==> src/rtl/tex_env_chain_if.sv <==
// tex_env_chain_if: config, pixel-in and pixel-out channels of tex_env_chain.
interface tex_env_chain_if #(
    parameter int SUB_PIXEL_WIDTH = 8,
    parameter int TEX_UNITS = 2,
    parameter int USER_WIDTH = 16
);
    localparam int PW = 4 * SUB_PIXEL_WIDTH;
    localparam int UNIT_W = TEX_UNITS > 1 ? $clog2(TEX_UNITS) : 1;
    logic cfg_wr;
    logic [UNIT_W-1:0] cfg_unit;
    logic [2:0] cfg_func;
    logic [PW-1:0] cfg_env_color;
    logic cfg_pending;
    logic s_valid;
    logic s_ready;
    logic [PW-1:0] s_primary_color;
    logic [TEX_UNITS*PW-1:0] s_tex_color;
    logic [USER_WIDTH-1:0] s_user;
    logic m_valid;
    logic m_ready;
    logic [PW-1:0] m_color;
    logic [USER_WIDTH-1:0] m_user;
    modport master (
        output cfg_wr, cfg_unit, cfg_func, cfg_env_color, s_valid, s_primary_color, s_tex_color, s_user, m_ready,
        input cfg_pending, s_ready, m_valid, m_color, m_user
    );
    modport slave (
        input cfg_wr, cfg_unit, cfg_func, cfg_env_color, s_valid, s_primary_color, s_tex_color, s_user, m_ready,
        output cfg_pending, s_ready, m_valid, m_color, m_user
    );
endinterface

==> src/rtl/tex_env_chain.sv <==
// tex_env_chain: cascaded texture-environment combiners, two register stages per unit
// (normalised products, then saturating sum); config changes wait for the pipeline to drain.
module tex_env_chain #(
    parameter int SUB_PIXEL_WIDTH = 8,
    parameter int TEX_UNITS = 2,
    parameter int USER_WIDTH = 16
) (
    input  logic aclk,
    input  logic reset,
    tex_env_chain_if.slave bus
);
    localparam int W = SUB_PIXEL_WIDTH;
    localparam int PW = 4 * W;
    localparam int TW = TEX_UNITS * PW;
    localparam int UNIT_W = TEX_UNITS > 1 ? $clog2(TEX_UNITS) : 1;
    localparam logic [W-1:0] ONE = '1;
    localparam logic [W-1:0] ZERO = '0;
    localparam logic [W:0] ONE1 = {1'b0, ONE};
    localparam logic [W:0] HALF1 = (W+1)'(1) << (W - 1);

    logic w_ce, w_busy, w_cfg_ok;
    logic [2*TEX_UNITS-1:0] w_vbits;
    logic w_v [TEX_UNITS+1];
    logic [PW-1:0] w_col [TEX_UNITS+1];
    logic [USER_WIDTH-1:0] w_u [TEX_UNITS+1];
    logic [TW-1:0] w_tex [TEX_UNITS];
    logic [2:0] r_func [TEX_UNITS];
    logic [PW-1:0] r_env [TEX_UNITS];
    logic r_pend;
    logic [UNIT_W-1:0] r_p_unit;
    logic [2:0] r_p_func;
    logic [PW-1:0] r_p_env;

    // x*y/ONE rounded so that ONE is the multiplicative identity
    function automatic logic [W-1:0] nmul(input logic [W-1:0] x, input logic [W-1:0] y);
        logic [2*W-1:0] p;
        p = {{W{1'b0}}, x} * {{W{1'b0}}, y};
        p = p + (p >> W) + {{(2*W-1){1'b0}}, 1'b1};
        return p[2*W-1:W];
    endfunction

    assign w_ce = !bus.m_valid || bus.m_ready;
    assign w_busy = |w_vbits;
    assign w_cfg_ok = bus.cfg_wr && !r_pend && int'(bus.cfg_unit) < TEX_UNITS;
    assign bus.s_ready = w_ce && !r_pend && !bus.cfg_wr;
    assign bus.cfg_pending = r_pend;
    assign w_v[0] = bus.s_valid && bus.s_ready;
    assign w_col[0] = bus.s_primary_color;
    assign w_u[0] = bus.s_user;
    assign w_tex[0] = bus.s_tex_color;
    assign bus.m_valid = w_v[TEX_UNITS];
    assign bus.m_color = w_col[TEX_UNITS];
    assign bus.m_user = w_u[TEX_UNITS];

    always_ff @(posedge aclk or posedge reset) begin
        if (reset) begin
            for (int i = 0; i < TEX_UNITS; i++) begin
                r_func[i] <= '0;
                r_env[i] <= '0;
            end
            r_pend <= 1'b0;
            r_p_unit <= '0;
            r_p_func <= '0;
            r_p_env <= '0;
        end else if (w_cfg_ok && !w_busy) begin
            r_func[bus.cfg_unit] <= bus.cfg_func;
            r_env[bus.cfg_unit] <= bus.cfg_env_color;
        end else if (w_cfg_ok) begin
            r_pend <= 1'b1;
            r_p_unit <= bus.cfg_unit;
            r_p_func <= bus.cfg_func;
            r_p_env <= bus.cfg_env_color;
        end else if (r_pend && !w_busy) begin
            r_func[r_p_unit] <= r_p_func;
            r_env[r_p_unit] <= r_p_env;
            r_pend <= 1'b0;
        end
    end

    for (genvar k = 0; k < TEX_UNITS; k++) begin : g_unit
        logic r_pv, r_sv;
        logic [PW-1:0] r_t1, r_t2, r_c;
        logic [3:0] r_sg;
        logic [USER_WIDTH-1:0] r_pu, r_su;
        logic [PW-1:0] w_t1, w_t2, w_res;
        logic [3:0] w_sg;
        logic [PW-1:0] w_cp, w_cs, w_cc;
        logic [2:0] w_f;
        logic w_add;
        assign w_cp = w_col[k];
        assign w_cs = w_tex[k][PW-1:0];
        assign w_cc = r_env[k];
        assign w_f = r_func[k];
        assign w_add = w_f == 3'd5 || w_f == 3'd6;

        // each channel: A*B + C*D, alpha only ever uses the first product
        for (genvar c = 0; c < 4; c++) begin : g_ch
            localparam bit IS_A = c == 0;
            logic [W-1:0] w_x, w_s, w_e, w_as, w_oa, w_ob, w_oc, w_od, w_off_c;
            logic [W:0] w_sum, w_off;
            assign w_x = w_cp[c*W +: W];
            assign w_s = w_cs[c*W +: W];
            assign w_e = w_cc[c*W +: W];
            assign w_as = w_cs[W-1:0];
            assign w_oa = w_f == 3'd1 ? w_s : w_x;
            assign w_ob = IS_A ? ((w_f == 3'd2 || w_f == 3'd4 || w_add) ? w_s : ONE)
                        : w_f == 3'd2 ? w_s : w_f == 3'd3 ? ONE - w_as : w_f == 3'd4 ? ONE - w_s : ONE;
            assign w_oc = IS_A ? ZERO : (w_f == 3'd3 || w_add) ? w_s : w_f == 3'd4 ? w_e : ZERO;
            assign w_od = IS_A ? ZERO : w_f == 3'd3 ? w_as : w_f == 3'd4 ? w_s : w_add ? ONE : ZERO;
            assign w_t1[c*W +: W] = nmul(w_oa, w_ob);
            assign w_t2[c*W +: W] = nmul(w_oc, w_od);
            assign w_sg[c] = !IS_A && w_f == 3'd6;
            assign w_sum = {1'b0, r_t1[c*W +: W]} + {1'b0, r_t2[c*W +: W]};
            assign w_off = w_sum - HALF1;
            assign w_off_c = w_sum < HALF1 ? ZERO : w_off > ONE1 ? ONE : w_off[W-1:0];
            assign w_res[c*W +: W] = r_sg[c] ? w_off_c : w_sum > ONE1 ? ONE : w_sum[W-1:0];
        end

        always_ff @(posedge aclk or posedge reset) begin
            if (reset) begin
                r_pv <= 1'b0;
                r_sv <= 1'b0;
                r_t1 <= '0;
                r_t2 <= '0;
                r_sg <= '0;
                r_c <= '0;
                r_pu <= '0;
                r_su <= '0;
            end else if (w_ce) begin
                r_pv <= w_v[k];
                r_pu <= w_u[k];
                r_t1 <= w_t1;
                r_t2 <= w_t2;
                r_sg <= w_sg;
                r_sv <= r_pv;
                r_su <= r_pu;
                r_c <= w_res;
            end
        end

        // texels for later units ride along, consumed slice dropped at each unit
        if (k < TEX_UNITS - 1) begin : g_fw
            logic [TW-1:0] r_ptex, r_stex;
            always_ff @(posedge aclk or posedge reset) begin
                if (reset) begin
                    r_ptex <= '0;
                    r_stex <= '0;
                end else if (w_ce) begin
                    r_ptex <= w_tex[k] >> PW;
                    r_stex <= r_ptex;
                end
            end
            assign w_tex[k+1] = r_stex;
        end

        assign w_vbits[2*k] = r_pv;
        assign w_vbits[2*k+1] = r_sv;
        assign w_v[k+1] = r_sv;
        assign w_col[k+1] = r_c;
        assign w_u[k+1] = r_su;
    end
endmodule

==> src/flat_wrapper.sv <==
// flat-port wrapper written by rule: the top's interface ports become plain ports
module tex_env_chain_flat 
#(
    parameter int SUB_PIXEL_WIDTH = 8,
    parameter int TEX_UNITS = 2,
    parameter int USER_WIDTH = 16
)
  (aclk, reset, bus_cfg_wr, bus_cfg_unit, bus_cfg_func, bus_cfg_env_color, bus_s_valid, bus_s_primary_color, bus_s_tex_color, bus_s_user, bus_m_ready, bus_cfg_pending, bus_s_ready, bus_m_valid, bus_m_color, bus_m_user);
  tex_env_chain_if #(.SUB_PIXEL_WIDTH(SUB_PIXEL_WIDTH), .TEX_UNITS(TEX_UNITS), .USER_WIDTH(USER_WIDTH)) bus_i ();
  input  logic aclk;
  input  logic reset;
  input wire logic [$bits(bus_i.cfg_wr)-1:0] bus_cfg_wr;
  input wire logic [$bits(bus_i.cfg_unit)-1:0] bus_cfg_unit;
  input wire logic [$bits(bus_i.cfg_func)-1:0] bus_cfg_func;
  input wire logic [$bits(bus_i.cfg_env_color)-1:0] bus_cfg_env_color;
  input wire logic [$bits(bus_i.s_valid)-1:0] bus_s_valid;
  input wire logic [$bits(bus_i.s_primary_color)-1:0] bus_s_primary_color;
  input wire logic [$bits(bus_i.s_tex_color)-1:0] bus_s_tex_color;
  input wire logic [$bits(bus_i.s_user)-1:0] bus_s_user;
  input wire logic [$bits(bus_i.m_ready)-1:0] bus_m_ready;
  output wire logic [$bits(bus_i.cfg_pending)-1:0] bus_cfg_pending;
  output wire logic [$bits(bus_i.s_ready)-1:0] bus_s_ready;
  output wire logic [$bits(bus_i.m_valid)-1:0] bus_m_valid;
  output wire logic [$bits(bus_i.m_color)-1:0] bus_m_color;
  output wire logic [$bits(bus_i.m_user)-1:0] bus_m_user;
  assign bus_i.cfg_wr = bus_cfg_wr;
  assign bus_i.cfg_unit = bus_cfg_unit;
  assign bus_i.cfg_func = bus_cfg_func;
  assign bus_i.cfg_env_color = bus_cfg_env_color;
  assign bus_i.s_valid = bus_s_valid;
  assign bus_i.s_primary_color = bus_s_primary_color;
  assign bus_i.s_tex_color = bus_s_tex_color;
  assign bus_i.s_user = bus_s_user;
  assign bus_i.m_ready = bus_m_ready;
  assign bus_cfg_pending = bus_i.cfg_pending;
  assign bus_s_ready = bus_i.s_ready;
  assign bus_m_valid = bus_i.m_valid;
  assign bus_m_color = bus_i.m_color;
  assign bus_m_user = bus_i.m_user;
  tex_env_chain #(.SUB_PIXEL_WIDTH(SUB_PIXEL_WIDTH), .TEX_UNITS(TEX_UNITS), .USER_WIDTH(USER_WIDTH)) u_core (.aclk(aclk), .reset(reset), .bus(bus_i));
endmodule
==> config.mk <==
export PLATFORM = sky130hd
export DESIGN_NAME = tex_env_chain_flat
export DESIGN_NICKNAME = d
export VERILOG_FILES = /design/src/rtl/tex_env_chain_if.sv /design/src/rtl/tex_env_chain.sv /design/src/flat_wrapper.sv
export SDC_FILE = /design/constraint.sdc
export NUM_CORES = 2
export LEC_CHECK = 0
export ABC_CLOCK_PERIOD_IN_PS = 11700
export CORE_UTILIZATION = 45
export DETAILED_ROUTE_END_ITERATION = 10
export GPL_ROUTABILITY_DRIVEN = 1
export PLACE_DENSITY = 0.63
export SYNTH_ARGS = -nofsm -noshare
export SYNTH_HDL_FRONTEND = slang
export SYNTH_SLANG_ARGS = --single-unit
==> constraint.sdc <==
create_clock -name aclk -period 11.7 [get_ports aclk]
set_clock_uncertainty 0.05 [all_clocks]
set_input_delay 1.17 -clock aclk [delete_from_list [all_inputs] [get_ports aclk]]
set_output_delay 1.17 -clock aclk [all_outputs]
set_load 0.1 [all_outputs]
; ---- Yosys cells after proc, flatten, opt, wreduce, memory -nomap -nowiden
; Cells that the tools add are included.
[classes]
bitwise = 3
n_mux = 100
n_mul = 14
addsub = 48
n_eq_ne = 13
reduce_logical = 27
magnitude_cmp = 24
[ops]
columns = op, count
row1 = two-way mux 8 bit, 80
row2 = "adder 16 x 1 -> 16 bit, second input constant", 14
row3 = adder 16 x 8 -> 16 bit, 14
row4 = multiplier 8 x 8 -> 16 bit, 14
row5 = two-way mux 64 bit, 3
row6 = bitwise mux 64 bit, 2
row7 = "greater-than comparator 9 x 8 -> 1 bit, second input constant", 12
row8 = demux 32 bit (select 1 bit), 2
row9 = two-way mux 32 bit, 2
row10 = "subtractor 8 bit, first input constant", 8
row11 = adder 8 x 8 -> 9 bit, 6
row12 = "less-than comparator 9 x 8 -> 1 bit, second input constant", 6
row13 = "subtractor 9 x 8 -> 9 bit, second input constant", 6
row14 = "== test 3 bit, second input constant", 6
row15 = two-way mux 6 bit, 3
row16 = "greater-than comparator 8 bit, second input constant", 2
row17 = bitwise mux 6 bit, 2
row18 = "== test 3 x 2 -> 1 bit, second input constant", 4
row19 = logical OR 1 bit, 9
row20 = logical AND 1 bit, 8
row21 = demux 3 bit (select 1 bit), 2
row22 = "== test 3 x 1 -> 1 bit, second input constant", 2
row23 = two-way mux 3 bit, 2
row24 = AND reduction 2 bit, 3
row25 = 9 further kinds, 17
[word_totals]
wordCells = 255
ff_bits = 417
input_bits = 153

; ---- Logic depth before layout (Yosys ltp)
[depth]
depth_word = 9
depth_mapped = 32

; ---- Worst setup path before layout
; No wires, ideal clock.
[synth_timing]
path_type = register to register
startpoint = register u_core.r_func, in the netlist u_core.g_unit[0].w_f[0]
endpoint = register u_core.g_unit[0].r_t1[18]
required_time_ns = 11.530
path_slack_ns = 3.388
arrival_ns = 8.142
stages_incl_launch_ff = 31
cell_sequence = dfrtp_1 clkbuf_1 clkbuf_1 inv_1 nor3_1 clkbuf_1 mux2i_1 or2_2 fa_1 fa_1 inv_1 fa_1 inv_1 fa_1 inv_1 ha_1 o21a_1 a211oi_1 nor2_1 xnor2_1 inv_1 ha_1 o21a_1 o21ai_0 nand2b_1 a21oi_1 a31o_2 maj3_1 o31a_1 or3_1 a31o_2
[synth_via]
elab_chain_cells = 7
elab_cells_between_ends = 11
cone_classes = add/sub: 2 / mul: 1 / eq/ne: 4 / mux: 4
[synth_rtl]
columns = item, line_no
row1 = "start, declared", tex_env_chain.sv:27  ; logic [2:0] r_func [TEX_UNITS];
row2 = "start signal, assigned by index", tex_env_chain.sv:66  ; r_func[bus.cfg_unit] <= bus.cfg_func;
row3 = "start signal, assigned by index", tex_env_chain.sv:74  ; r_func[r_p_unit] <= r_p_func;
row4 = == test 3 bit, tex_env_chain.sv:107  ; : w_f == 3'd2 ? w_s : w_f == 3'd3 ? ONE - w_as : w_f == 3'd4 ? ONE - w_s : ONE;
row5 = two-way mux 8 bit (3 in series), tex_env_chain.sv:107
row6 = multiplier 8 x 8 -> 16 bit (*), tex_env_chain.sv:37  ; p = {{W{1'b0}}, x} * {{W{1'b0}}, y};
row7 = adder 16 x 8 -> 16 bit (*), tex_env_chain.sv:38  ; p = p + (p >> W) + {{(2*W-1){1'b0}}, 1'b1};
row8 = adder 16 x 1 -> 16 bit (*), tex_env_chain.sv:38
row9 = "end signal, assigned", tex_env_chain.sv:132  ; r_t1 <= w_t1;
row10 = "end, declared", tex_env_chain.sv:82  ; logic [PW-1:0] r_t1, r_t2, r_c;
; Every way passes the cells marked *; elsewhere a longest branch is shown, timed or not.
; A chain may end at the register's enable or synchronous reset.

; ---- Final worst setup path
[layout_timing]
startpoint = register u_core.r_func, in the netlist u_core.g_unit[0].w_f[1]
endpoint = register u_core.g_unit[0].r_t2[15]
[layout_via]
elab_chain_cells = 8
elab_cells_between_ends = 14
cone_classes = add/sub: 2 / mul: 1 / eq/ne: 4 / mux: 5 / reduce/logical: 2
[layout_rtl]
columns = item, line_no
row1 = == test 3 bit, tex_env_chain.sv:94  ; assign w_add = w_f == 3'd5 || w_f == 3'd6;
row2 = logical OR 1 bit, tex_env_chain.sv:94
row3 = two-way mux 8 bit (3 in series), tex_env_chain.sv:109  ; assign w_od = IS_A ? ZERO : w_f == 3'd3 ? w_as : w_f == 3'd4 ? w_s : w_add ? ONE : ZERO;
row4 = multiplier 8 x 8 -> 16 bit (*), tex_env_chain.sv:37
row5 = adder 16 x 8 -> 16 bit (*), tex_env_chain.sv:38
row6 = adder 16 x 1 -> 16 bit (*), tex_env_chain.sv:38
row7 = "end signal, assigned", tex_env_chain.sv:133  ; r_t2 <= w_t2;
row8 = "end, declared", tex_env_chain.sv:82
; Marks and branches as above.

==> impl_metrics.toml <==
[worst_setup_path]
critPathKind = "reg2reg"
reg2regPathDepth = 27
cp_max_fo = 24
cp.arrival_ns = 9.60
critPathRequiredTime_ns = 12.15
endpoint_kind = "flop"
rr_endpoint = "u_core.g_unit[0].r_t2[15]"
start_kind = "flop"
r2r_start = "u_core.g_unit[0].w_f[1]"
regToRegSetupSlack_ns = 2.54

[layout]
fillers = 11520
num-nets-final = 7961
design_area_um2 = 59800
drive_above_1_share_pct = 5.719
syn_to_final_growth_pct = 9.836

[synthesis]
syn-cell-area_um2 = 54440
yosys.area.top_type = "fa_1"
ys_seq_elements = 393
synth_enable_flop_cells = 0
async_flop_share_pct = 100.0
synthFlopType = "dfrtp_1"
postSynthCellCount = 6552
avgSynthCellArea_um2 = 8.310
synth_top_cell_area_share_pct = 18.75
syn_nets = 7871
synth_warnings = 0
yosys-top-cells-area = "fa_1, dfrtp_1, ha_1"
yosysUniqueCellTypes = 86
ys_seq_area_share_pct = 18.06

[cts]
cts_resized = 0
cts_inserted_buffers = 50
clock-sinks = 393
cts_tree = "built"
postCtsSetupRepairBufs = 0
clk_latency_ns = 0.62
cts_buffer_depth = 3
clkTransAtPathRegs_ns = 0.06
htree_levels = 2
root_buffer = "clkbuf_16"
cts_hold_buffers = 0

[global_routing]
grt_pass1_vias = 46130
grt_max_degree = 169
grt_overflow_total = 0
met1_usage_pct = 34.07
grt.total_usage_pct = 24.64
antenna_found_initial = 9
met3_usage_pct = 4.385
grt_pass1_wl_um = 244400
grt.busiest_layer = "met2"
use_met2_pct = 39.52

[timing]
hold_violations = 0
fin_ws_ns = 2.543
period_needed_ns = 9.157
totalNegativeSetupSlack_ns = 0
worst_pin_slew_ns = 1.106
setup_viol = 0
slew_headroom_pct = 25.77
max_freq_mhz = 109.2
fin_crit_sh_pct = 78.27
maxSlewViolCount = 0
rsz0062_at_grt = "no"

[drt]
wl_per_cell_um = 17.96
ant_nets = 0
via_count = 46790
first_pass_iters = 6
routed_via_density = 5.638
dr.first_iter.drc_count = 3602
finalWirelength_um = 149100
drc = 0

[place]
dp_hpwl_um = 117700
io_buffers = 195
gp_congestion = 0.9204
dpl_cell_area_um2 = 58090
pre_cts_ws_ns = 2.246

[floorplan]
dieArea_um2 = 122400
num_io_pins = 204
die_w_um = 349.8
row_count = 127
initial_utilization_pct = 45.38
core-area_um2 = 120000
die_h_um = 349.8

[flow_run]
drv_cap = 0

[hold_path]
min_path_cells = 2
min_to = "u_core.g_unit[1].r_pu[15]"
hold_class = "reg2reg"
worstHoldStart = "u_core.g_unit[0].r_su[15]"

[status]
status = "finished clean"
-- sequential cells by signal (all words and copies together), names as in the netlist, 6 cells and up --
name                       cells
u_core.g_unit.w_cc            48
u_core.g_unit.w_f              6
u_core.bus.m_user             16
u_core.bus.m_color            32
u_core.g_unit.r_t2            48
u_core.g_unit.r_pu            32
u_core.g_unit.g_fw.r_ptex     32
u_core.g_unit.r_t1            64
u_core.g_unit.g_fw.r_stex     32
u_core.r_p_env                24
u_core.g_unit.r_c             32
u_core.g_unit.r_su            16
-- cells in the final DEF (no fill, tap or decap), drive strengths merged, types with 50 or more instances in the layout --
| cell type | n |
|---|---|
| o21ai | 299 |
| a21oi | 243 |
| a21o | 87 |
| or2 | 160 |
| a22oi | 109 |
| nor3 | 87 |
| o21a | 69 |
| and2 | 63 |
| nand2 | 700 |
| xor2 | 66 |
| dfrtp | 393 |
| nand3 | 85 |
| ha | 656 |
| inv | 825 |
| fa | 510 |
| a31oi | 50 |
| nor2 | 1005 |
| clkdlybuf4s50 | 195 |
| clkbuf | 70 |
| mux2i | 79 |
| xnor2 | 151 |
-- per-layer routing --
layer	wire (µm)	part of all wire, %	up-vias
met2	67240	45	1306
met1	66440	45	23060
met5	86	0.058	-
met3	11430	7.7	208
met4	3863	2.6	8
li1	-	-	22210
-- cell usage after synthesis, drive strengths merged, types with 13 or more instances --
| cell type | instances |
|---|---|
| inv | 821 |
| o31ai | 32 |
| or3 | 34 |
| nor3 | 87 |
| and4 | 16 |
| and3 | 40 |
| a311oi | 14 |
| nor4 | 20 |
| o21bai | 44 |
| o311ai | 18 |
| a22oi | 109 |
| a211oi | 48 |
| nor2b | 28 |
| a31oi | 50 |
| or2 | 160 |
| nand3 | 85 |
| a221oi | 16 |
| ha | 656 |
| fa | 510 |
| xnor2 | 151 |
| o21ai | 299 |
| a2111oi | 29 |
| nand4 | 21 |
| clkbuf | 172 |
| nand3b | 13 |
| a21oi | 243 |
| nand2b | 29 |
| buf | 27 |
| o21a | 69 |
| a22o | 47 |
| nor2 | 1005 |
| o211ai | 26 |
| a211o | 15 |
| o221a | 20 |
| and2 | 63 |
| mux2i | 79 |
| or4 | 17 |
| dfrtp | 393 |
| xor2 | 66 |
| a21o | 87 |
| mux2 | 40 |
| nand2 | 700 |
| nor3b | 21 |
-- kinds of logic (layout without fill, tap and decap cells) --
family          count (synthesis)  after routing  share of synthesized area, %
other cells                     0              7                             0
flops                         393            393                         18.06
mux                           119            119                         2.280
simple gates                 2363           2363                         19.25
xor+xnor                      225            225                         3.822
buf+inv                      1020           1148                         7.048
compound gates               1261           1261                         15.62
fa+ha+maj                    1171           1171                         33.92
-- worst max-delay path, stage by stage (launching register included) --
cell and delay, ns:
dfrtp_1 0.73, nand2_1 0.25, o21ai_2 0.79, a22oi_1 0.44, or2_2 0.42, fa_1 0.49, fa_1 0.54, inv_1 0.05
fa_1 0.53, inv_1 0.05, fa_1 0.52, inv_1 0.04, ha_1 0.33, o21ai_0 0.11, o21bai_1 0.11, a2111oi_0 0.61
o21ai_0 0.22, nor2b_1 0.22, ha_1 0.32, a211o_1 0.15, or3_1 0.10, o21ai_0 0.08, a31oi_1 0.26, a21oi_1 0.10
o311ai_0 0.77, o2111ai_1 0.28, xnor2_1 0.19, mux2_2 0.27
-- final cells by class --
cell class / count / area [µm²] / area share (%)
Multi-Input combinational cell: 5139 / 40850 / 68.30
Inverter: 821 / 3085 / 5.160
Clock buffer: 70 / 1458 / 2.438
Clock inverter: 20 / 236.5 / 0.3954
Sequential cell: 393 / 9836 / 16.45
Tap cell: 1612 / 2017 / 3.373
Antenna cell: 7 / 17.52 / 0.02929
Timing Repair Buffer: 237 / 2305 / 3.854
-- how the worst max path moves through the flow --
stage                                        from                   endpoint  slack [ns]
after floorplan           u_core.g_unit[0].w_f[0]  u_core.g_unit[0].r_t1[18]        3.39
after global placement         bus_s_tex_color[7]  u_core.g_unit[0].r_t2[15]        2.35
after detailed placement       bus_s_tex_color[6]  u_core.g_unit[0].r_t2[15]        2.25
after CTS                 u_core.g_unit[0].w_f[1]  u_core.g_unit[0].r_t2[15]        2.69
after global routing      u_core.g_unit[0].w_f[1]  u_core.g_unit[0].r_t2[15]        1.81
final                     u_core.g_unit[0].w_f[1]  u_core.g_unit[0].r_t2[15]        2.54
-- stage by stage --
step / util (%) / hold WS [ns] / instances
after CTS: 49.83 / 0.3815 / 8292
after global routing: 49.84 / 0.4283 / 8295
after floorplan: - / 0.3880 / 6552
after global placement: 48.42 / 0.3986 / 8202
after detailed placement: 48.42 / 0.4047 / 8202
final: 49.85 / 0.3947 / 8299
Power is left out: the tool's default activity adds up to more than one toggle a clock period on the data nets, which glitch-free logic cannot reach.
